===== src/rtl/cnn_load_if.sv =====
// Bus-side write channel between the AXI slave write path and cnn_load_controller.
// awaddr[31:16] carries the channel tag; wdata low bits carry the memory word.
interface cnn_load_if;
   logic        wvalid;
   logic        wready;
   logic [31:0] awaddr;
   logic [31:0] wdata;

   modport master (output wvalid, output awaddr, output wdata, input wready);
   modport slave  (input wvalid, input awaddr, input wdata, output wready);
endinterface


===== src/rtl/cnn_load_controller.sv =====
// Loads tagged bus writes into NUM_CH local-memory channels with per-channel length/done tracking.
// Optional per-channel running checksum is built when LOAD_CHECKSUM_EN is defined.
module cnn_load_controller #(
   parameter int unsigned NUM_CH     = 3,
   parameter int unsigned DATA_W     = 16,
   parameter int unsigned ADDR_W     = 16,
   parameter logic [15:0] TAG_BASE   = 16'hd333,
   parameter logic [15:0] TAG_STRIDE = 16'h0111,
   parameter int unsigned MAX_LAYER  = 5
) (
   input  logic                      clk,
   input  logic                      rst,
   cnn_load_if.slave                 bus,
   input  logic                      cfg_we,
   input  logic [$clog2(NUM_CH)-1:0] cfg_ch,
   input  logic [ADDR_W-1:0]         cfg_len,
   input  logic                      next_layer,
   output logic [NUM_CH-1:0]         mem_we,
   output logic [ADDR_W-1:0]         mem_addr,
   output logic [DATA_W-1:0]         mem_wdata,
   output logic [NUM_CH-1:0]         store_done,
   output logic                      all_done,
   output logic [4:0]                layer_sel,
   output logic                      err_ovf,
   output logic [NUM_CH*16-1:0]      checksum
);

   typedef enum logic [1:0] {StIdle, StStore, StFull} ch_state_e;

   ch_state_e         state_q [NUM_CH];
   ch_state_e         state_d [NUM_CH];
   logic [ADDR_W-1:0] count_q [NUM_CH];
   logic [ADDR_W-1:0] count_d [NUM_CH];
   logic [ADDR_W-1:0] len_q   [NUM_CH];
   logic [ADDR_W-1:0] len_d   [NUM_CH];
   logic [NUM_CH-1:0] len_set_q, len_set_d;
   logic [NUM_CH-1:0] hit, full, accept;
   logic              ovf_hit;
   logic [ADDR_W-1:0] sel_addr;
   logic              unused_bits;

   function automatic logic [15:0] ch_tag(input int unsigned i);
      return TAG_BASE + 16'(i) * TAG_STRIDE;
   endfunction

   assign unused_bits = ^{bus.awaddr[15:0], bus.wdata[31:DATA_W]};

   always_comb begin
      hit      = '0;
      full     = '0;
      accept   = '0;
      ovf_hit  = 1'b0;
      sel_addr = '0;
      for (int unsigned i = 0; i < NUM_CH; i++) begin
         hit[i]  = (bus.awaddr[31:16] == ch_tag(i));
         full[i] = (state_q[i] == StFull);
         // next_layer wins over a same-cycle write; the write is dropped without error.
         if (bus.wvalid && hit[i] && !next_layer) begin
            if (full[i]) begin
               ovf_hit = 1'b1;
            end else if (count_q[i] < len_q[i]) begin
               accept[i] = 1'b1;
            end
         end
         if (accept[i]) sel_addr = sel_addr | count_q[i];
      end
   end

   assign bus.wready = ~|(hit & full);
   assign store_done = full;
   assign all_done   = &full;

   always_comb begin
      len_set_d = len_set_q;
      for (int unsigned i = 0; i < NUM_CH; i++) begin
         len_d[i] = len_q[i];
         if (cfg_we && (int'(cfg_ch) == int'(i))) begin
            len_d[i]     = cfg_len;
            len_set_d[i] = 1'b1;
         end
      end
   end

   // A length never programmed since reset keeps its channel idle instead of
   // reporting it as an empty (disabled) channel.
   always_comb begin
      for (int unsigned i = 0; i < NUM_CH; i++) begin
         state_d[i] = state_q[i];
         count_d[i] = count_q[i];
         if (next_layer) begin
            state_d[i] = StIdle;
            count_d[i] = '0;
         end else begin
            if (accept[i]) begin
               count_d[i] = count_q[i] + 1'b1;
               state_d[i] = (count_d[i] == len_q[i]) ? StFull : StStore;
            end
            if (state_q[i] != StFull && len_set_d[i] && count_d[i] >= len_d[i]) begin
               state_d[i] = StFull;
            end
         end
      end
   end

   always_ff @(posedge clk or posedge rst) begin
      if (rst) begin
         for (int unsigned i = 0; i < NUM_CH; i++) begin
            state_q[i] <= StIdle;
            count_q[i] <= '0;
            len_q[i]   <= '0;
         end
         len_set_q <= '0;
         mem_we    <= '0;
         mem_addr  <= '0;
         mem_wdata <= '0;
         layer_sel <= '0;
         err_ovf   <= 1'b0;
      end else begin
         for (int unsigned i = 0; i < NUM_CH; i++) begin
            state_q[i] <= state_d[i];
            count_q[i] <= count_d[i];
            len_q[i]   <= len_d[i];
         end
         len_set_q <= len_set_d;
         mem_we    <= accept;
         if (|accept) begin
            mem_addr  <= sel_addr;
            mem_wdata <= bus.wdata[DATA_W-1:0];
         end
         err_ovf <= err_ovf | ovf_hit;
         if (next_layer) begin
            layer_sel <= (layer_sel == 5'(MAX_LAYER - 1)) ? 5'd0 : layer_sel + 5'd1;
         end
      end
   end

`ifdef LOAD_CHECKSUM_EN
   logic [15:0] csum_q [NUM_CH];
   logic [15:0] wd16;

   assign wd16 = 16'(bus.wdata[DATA_W-1:0]);

   always_ff @(posedge clk or posedge rst) begin
      if (rst) begin
         for (int unsigned i = 0; i < NUM_CH; i++) csum_q[i] <= '0;
      end else if (next_layer) begin
         for (int unsigned i = 0; i < NUM_CH; i++) csum_q[i] <= '0;
      end else begin
         for (int unsigned i = 0; i < NUM_CH; i++) begin
            if (accept[i]) csum_q[i] <= csum_q[i] + wd16;
         end
      end
   end

   always_comb begin
      checksum = '0;
      for (int unsigned i = 0; i < NUM_CH; i++) checksum[16*i +: 16] = csum_q[i];
   end
`else
   assign checksum = '0;
`endif

endmodule


===== src/flat_wrapper.sv =====
// flat-port wrapper written by rule: the top's interface ports become plain ports
module cnn_load_controller_flat 
#(
   parameter int unsigned NUM_CH     = 3,
   parameter int unsigned DATA_W     = 16,
   parameter int unsigned ADDR_W     = 16,
   parameter logic [15:0] TAG_BASE   = 16'hd333,
   parameter logic [15:0] TAG_STRIDE = 16'h0111,
   parameter int unsigned MAX_LAYER  = 5
)
  (clk, rst, cfg_we, cfg_ch, cfg_len, next_layer, mem_we, mem_addr, mem_wdata, store_done, all_done, layer_sel, err_ovf, checksum, bus_wvalid, bus_awaddr, bus_wdata, bus_wready);
  cnn_load_if bus_i ();
  input  logic clk;
  input  logic rst;
  input  logic cfg_we;
  input  logic [$clog2(NUM_CH)-1:0] cfg_ch;
  input  logic [ADDR_W-1:0] cfg_len;
  input  logic next_layer;
  output logic [NUM_CH-1:0] mem_we;
  output logic [ADDR_W-1:0] mem_addr;
  output logic [DATA_W-1:0] mem_wdata;
  output logic [NUM_CH-1:0] store_done;
  output logic all_done;
  output logic [4:0] layer_sel;
  output logic err_ovf;
  output logic [NUM_CH*16-1:0] checksum;
  input wire logic [$bits(bus_i.wvalid)-1:0] bus_wvalid;
  input wire logic [$bits(bus_i.awaddr)-1:0] bus_awaddr;
  input wire logic [$bits(bus_i.wdata)-1:0] bus_wdata;
  output wire logic [$bits(bus_i.wready)-1:0] bus_wready;
  assign bus_i.wvalid = bus_wvalid;
  assign bus_i.awaddr = bus_awaddr;
  assign bus_i.wdata = bus_wdata;
  assign bus_wready = bus_i.wready;
  cnn_load_controller #(.NUM_CH(NUM_CH), .DATA_W(DATA_W), .ADDR_W(ADDR_W), .TAG_BASE(TAG_BASE), .TAG_STRIDE(TAG_STRIDE), .MAX_LAYER(MAX_LAYER)) u_core (.clk(clk), .rst(rst), .bus(bus_i), .cfg_we(cfg_we), .cfg_ch(cfg_ch), .cfg_len(cfg_len), .next_layer(next_layer), .mem_we(mem_we), .mem_addr(mem_addr), .mem_wdata(mem_wdata), .store_done(store_done), .all_done(all_done), .layer_sel(layer_sel), .err_ovf(err_ovf), .checksum(checksum));
endmodule

===== config.mk =====
export PLATFORM = sky130hd
export DESIGN_NAME = cnn_load_controller_flat
export DESIGN_NICKNAME = d
export VERILOG_FILES = /design/src/rtl/cnn_load_if.sv /design/src/rtl/cnn_load_controller.sv /design/src/flat_wrapper.sv
export SDC_FILE = /design/constraint.sdc
export NUM_CORES = 1
export LEC_CHECK = 0
export CORE_UTILIZATION = 25
export DETAILED_ROUTE_END_ITERATION = 7
export DONT_BUFFER_PORTS = 1
export HOLD_SLACK_MARGIN = 0.12
export MAX_ROUTING_LAYER = met4
export PLACE_DENSITY = 0.48
export SLEW_MARGIN = 20
export SYNTH_ARGS = -nofsm -noshare
export SYNTH_HDL_FRONTEND = slang
export SYNTH_SLANG_ARGS = --single-unit

===== constraint.sdc =====
create_clock -name clk -period 11.9 [get_ports clk]
set_input_delay 1.785 -clock clk [delete_from_list [all_inputs] [get_ports clk]]
set_output_delay 1.785 -clock clk [all_outputs]
set_load 0.02 [all_outputs]

Yosys cells after proc, flatten, opt, wreduce, memory -nomap -nowiden
Index checks and enable logic that the tools add are counted.
{ "classes": {"addsub": 4, "magnitude_cmp": 6, "n_eq_ne": 15, "muxes": 46, "n_bitwise": 4, "n_reduce_logical": 24} }
{ "ops": {"columns": ["op", "count"], "rows": [
  ["16-bit two-way mux", 15],
  ["16-bit by 1-bit adder with 16-bit output (second input constant)", 3],
  ["16-bit == test", 3],
  ["16-bit == test (second input constant)", 3],
  ["16-bit greater-or-equal comparator", 3],
  ["16-bit < comparator", 3],
  ["16-bit bitwise OR", 2],
  ["2-bit two-way mux", 12],
  ["1-bit two-way mux", 18],
  ["1-bit logical AND", 15],
  ["2-bit == test (second input constant)", 5],
  ["3-bit nonzero test", 3],
  ["2-bit inequality test (second input constant)", 3],
  ["3-bit OR reduction", 2],
  ["5-bit by 1-bit adder with 5-bit output (second input constant)", 1],
  ["5-bit by 3-bit == test with 1-bit output (second input constant)", 1],
  ["5-bit two-way mux", 1],
  ["3-bit AND", 1],
  ["3-bit AND reduction", 1],
  ["1-bit logical NOT", 2],
  ["2-bit logical NOT", 1],
  ["1-bit bitwise OR", 1]
]} }
{ "totals": {"ff_bits": 146, "out_inout_bits": 94} }

Logic depth before layout (Yosys ltp)
{ "depth": {"word_depth": 10, "ltp_mapped": 19} }

Least setup slack after synthesis
No wires, ideal clock.
{ "synth_path": {"path_type": "input -> register", "startpoint": "in bus_awaddr[19]", "endpoint": "reg u_core.state_q[4] (netlist bit)", "arrival_ns": 4.998, "t_required_ns": 11.835, "slack_ns": 6.837, "stages": 16, "n_path_buf": 1, "path_cell_list": "or3_1 > nor3_2 > and4b_1 > nand3_2 > nor2_4 > clkbuf_1 > ha_1 > inv_1 > ha_1 > nor3b_1 > o21ai_0 > a2111oi_0 > nor3_1 > o21a_1 > a41oi_1 > o211a_1"} }
{ "synth_via": {"elab_chain_cells": 10, "elab_cells_between_ends": 11, "classes_between": "order compare (1); eq/ne (1); mux (5); reduce/logical (4)"} }
{ "synth_lines": {"columns": ["item", "line", "text"], "rows": [
  ["from (decl)", "flat_wrapper.sv:28", "input wire logic [$bits(bus_i.awaddr)-1:0] bus_awaddr;"],
  ["16-bit == test (*)", "cnn_load_controller.sv:55", "hit[i] = (bus.awaddr[31:16] == ch_tag(i));"],
  ["1-bit logical AND (*) (2 in a row)", "cnn_load_controller.sv:58", "if (bus.wvalid && hit[i] && !next_layer) begin"],
  ["1-bit two-way mux (*)", "cnn_load_controller.sv:58", null],
  ["net u_core.accept[0]", "cnn_load_controller.sv:37", "logic [NUM_CH-1:0] hit, full, accept;"],
  ["16-bit two-way mux", "cnn_load_controller.sv:94", "if (accept[i]) begin"],
  ["16-bit two-way mux", "cnn_load_controller.sv:90", "if (next_layer) begin"],
  ["16-bit greater-or-equal comparator", "cnn_load_controller.sv:98", "if (state_q[i] != StFull && len_set_d[i] && count_d[i] >= len_d[i]) begin"],
  ["1-bit logical AND", "cnn_load_controller.sv:98", null],
  ["2-bit two-way mux", "cnn_load_controller.sv:98", null],
  ["2-bit two-way mux", "cnn_load_controller.sv:90", null],
  ["to (signal, indexed assignment)", "cnn_load_controller.sv:108", "state_q[i] <= StIdle;"],
  ["to (signal, indexed assignment)", "cnn_load_controller.sv:120", "state_q[i] <= state_d[i];"],
  ["to (decl)", "cnn_load_controller.sv:30", "ch_state_e state_q [NUM_CH];"]
]} }
Mark *: on every way through the listed nets, which the timed path passes. The rest lies on a longest branch. The select of a mux whose other input is x is not followed.
A chain may end at the register's enable or synchronous reset.

Worst setup path in the final report
{ "layout_path": {"startpoint": "in bus_awaddr[19]", "endpoint": "reg u_core.state_q[4] (netlist bit)"} }
{ "layout_via": {"elab_chain_cells": 10, "elab_cells_between_ends": 11, "classes_between": "order compare (1); eq/ne (1); mux (5); reduce/logical (4)"} }
{ "layout_lines": {"columns": ["item", "line"], "rows": [
  ["16-bit == test (*)", "cnn_load_controller.sv:55"],
  ["1-bit logical AND (*) (2 in a row)", "cnn_load_controller.sv:58"],
  ["1-bit two-way mux (*)", "cnn_load_controller.sv:58"],
  ["16-bit two-way mux", "cnn_load_controller.sv:94"],
  ["16-bit two-way mux", "cnn_load_controller.sv:90"],
  ["16-bit greater-or-equal comparator", "cnn_load_controller.sv:98"],
  ["1-bit logical AND", "cnn_load_controller.sv:98"],
  ["2-bit two-way mux", "cnn_load_controller.sv:98"],
  ["2-bit two-way mux", "cnn_load_controller.sv:90"]
]} }
Every way passes the cells marked *; elsewhere a longest branch is shown, timed or not. The select of a mux whose other input is x is not followed.

==> out/qor.txt <==
status: finished clean
setup ws final: 6370 ps
CTS tree: yes
cell family with most CP delay: simple AND/OR/NAND/NOR gates
gr ovfl total: 0
Remaining DRCs: 0
wire per inst: 19.5 um
final setup violating endpoints: 0
max_slew headroom: 0.328
die footprint: 43400 um2
unrepaired setup endpoints after global routing: no
Post-synth top flop: dfrtp_1
top cell type's share of synthesized area: 0.343
Die Ht: 208 um
synthesized cell area: 10700 um2
P per Cell Area: 121 nW/um2
startpoint types: input pin
total CTS buffers: 17
DR vias/cell: 4.84
vias in the first global route: 8066
Hold WS: 444 ps
Synth Register Bits: 146
final setup TNS: 0 ps
CTS H-tree depth: 4
clk sink count: 146
CTS Root Cell: clkbuf_16
total track usage: 0.159
fin. max-slew vios: 0
dpl hpwl: 24600 um
Cell variety after synth: 79
via count: 8094
first-pass GRT wire length: 50100 um
CP Class: input pin to flop
Hold Crit Class: flop to flop
antenna violations before repair: 2
CTS resizes: 0
ys async rst share: 1.00
Post-synth EDFFs: 0
Final Cell Area: 11600 um2
Achievable Freq: 0.181 GHz
fin crit share: 0.465
Pre-Repair DR Iteration Count: 6
Initial Util: 0.254
Synth Warn #: 0
Critical Path, Cell by Cell: or3_1, nor3_2, and4b_1, nand3_2, nor2_4, ha_1, inv_1, ha_1, nor3b_1, o21ai_0, a2111oi_0, nor3_1, o21a_1, a41oi_1, o211a_1
post-synthesis sequential area ratio: 0.343
final wirelength: 32700 um
RD Place Congestion: 0.869
worst slack, placed: 5890 ps
Synth area leader: dfrtp_1
Area Overhead vs Synth: 8.93%
I/O Pins: 181
ANT cells: 0
Worst-Margin Slew: 1010 ps
largest net degree at the start of global routing: 79
Leak: 5.58 nW
row count: 75
Buf+Inv Stages, Crit Path: 1
Core ar.: 41900 um2
total power: 1.41 mW
post-route ant nets: 0
Post-CTS Setup Bufs: 0
Hold Vio Cnt, Final: 0
Critical Path AT: 5930 ps
cells after synthesis: 1145
width of the die: 208 um
clk slew on worst S/H paths: 60 ps
1st-iter DRT viols: 542
Skew-Pair Late Insertion Delay: 460 ps
most frequent CP cell: ha_1
min cycle time layout: 5530 ps
syn avg cell area: 9.30 um2
share of post-route cells with drive strength above 1: 0.0909
Fin Clk Skew: 16.6 ps
IO Port Bufs: 0
Clock Path Buffers: 2
most frequent cell after synthesis: dfrtp_1
commonest cells in the netlist: 146 x dfrtp_1, 119 x inv_1, 102 x ha_1
Critical Path RT: 12300 ps
cts hold-fix bufs: 0
crit-path max cell delay: 650 ps
Final nets: 1309
VDD IR max: 0.102 mV
Area after DPL: 11000 um2
Area contributors post-synth: dfrtp_1 34%, ha_1 12%, inv_1 4.2%
critical path capture point type: flop
max-cap viol count: 0
Critical-path top delay cell: nor2_4
crit path max fanout: 19
-- area by class of cell --
class | instances | area (um2)
Fill cell | 4414 | 30300
Clock buffer | 22 | 484
Clock inverter | 10 | 130
Sequential cell | 146 | 3650
Inverter | 120 | 455
Timing Repair Buffer | 10 | 75.1
Tap cell | 539 | 674
Multi-Input combinational cell | 825 | 6130
-- worst paths after layout --
path / start / to / slack (ps) / depth (start not counted)
hold reg to reg: u_core.len_set_q[2] / u_core.len_set_q[2] / 440 / 2
setup reg to reg: u_core.count_q[27] / u_core.state_q[3] / 6830 / 16
setup / recovery: bus_awaddr[19] / u_core.state_q[4] / 6370 / 15
max in group asynchronous: rst / u_core.len_q[21] / 9120 / 2
min in group asynchronous: rst / u_core.mem_wdata[14] / 1300 / 1
hold / removal: u_core.len_set_q[2] / u_core.len_set_q[2] / 440 / 2
-- report_power, final --
part           internal [mW]  switching [mW]  total (mW)
clock network          0.350           0.229       0.579
registers              0.534          0.0497       0.584
logic                 0.0987           0.147       0.245
-- cells by family (layout without fill, tap and decap cells) --
| kind of cell | after synthesis | in the layout | synth area share |
|---|---|---|---|
| compound gates | 190 | 190 | 0.121 |
| xor+xnor | 97 | 97 | 0.0797 |
| fa+ha+maj | 102 | 102 | 0.120 |
| buf+inv | 221 | 162 | 0.0986 |
| flops | 146 | 146 | 0.343 |
| mux | 59 | 59 | 0.0654 |
| other cells | 1 | 48 | 0.000352 |
| simple gates | 329 | 329 | 0.172 |
-- worst min-delay path, delay by kind of cell, from the launching register on --
kind,cells,cell delay [ps]
DFF,1,320
buffers and inverters,1,50
and+or+nand+nor,1,40
-- per-layer routing --
layer  global-route usage  vias up  wire [um]
met4               0.0572        0        765
met1                0.204     4008      15300
li1                     -     3888          -
met2                0.251      167      15400
met5                    -        -          0
met3               0.0281       31       1220
-- cell usage in the layout, fill, tap and decap left out, types with 5 or more instances in the layout --
master and instances:
nand2b_1 7, ha_1 102, and2_1 37, xor2_1 50, clkbuf_16 17, nor3_1 41, or3_1 8, mux2_4 15
conb_1 48, nor3b_1 11, nand3_1 26, nand2_1 43, o211ai_1 7, nor2_1 54, inv_1 117, nand4_1 29
a211oi_1 5, mux2i_1 19, dfrtp_1 146, buf_4 10, nor4_1 14, o21ai_0 54, o31ai_1 7, nand3b_1 5
xnor2_1 47, a2111oi_0 6, a21o_1 13, and4_1 8, a21oi_1 42, and3_1 9, clkinv_2 5, a222oi_1 13
nor2b_1 10, mux2_2 25
-- flip-flops by register name, indices dropped and copies added (netlist names) --
| name | flops |
|---|---|
| u_core.mem_we | 3 |
| u_core.len_q | 48 |
| u_core.len_set_q | 3 |
| u_core.mem_wdata | 16 |
| u_core.mem_addr | 16 |
| u_core.layer_sel | 5 |
| u_core.err_ovf | 1 |
| u_core.count_q | 48 |
| u_core.state_q | 6 |
-- metrics by stage --
step	utilization	cells
after floorplan	-	1192
after global placement	0.262	1640
after detailed placement	0.262	1640
after CTS	0.277	1672
after global routing	0.277	1672
final	0.277	1672
No activity file was read; power rests on OpenSTA's default activity.
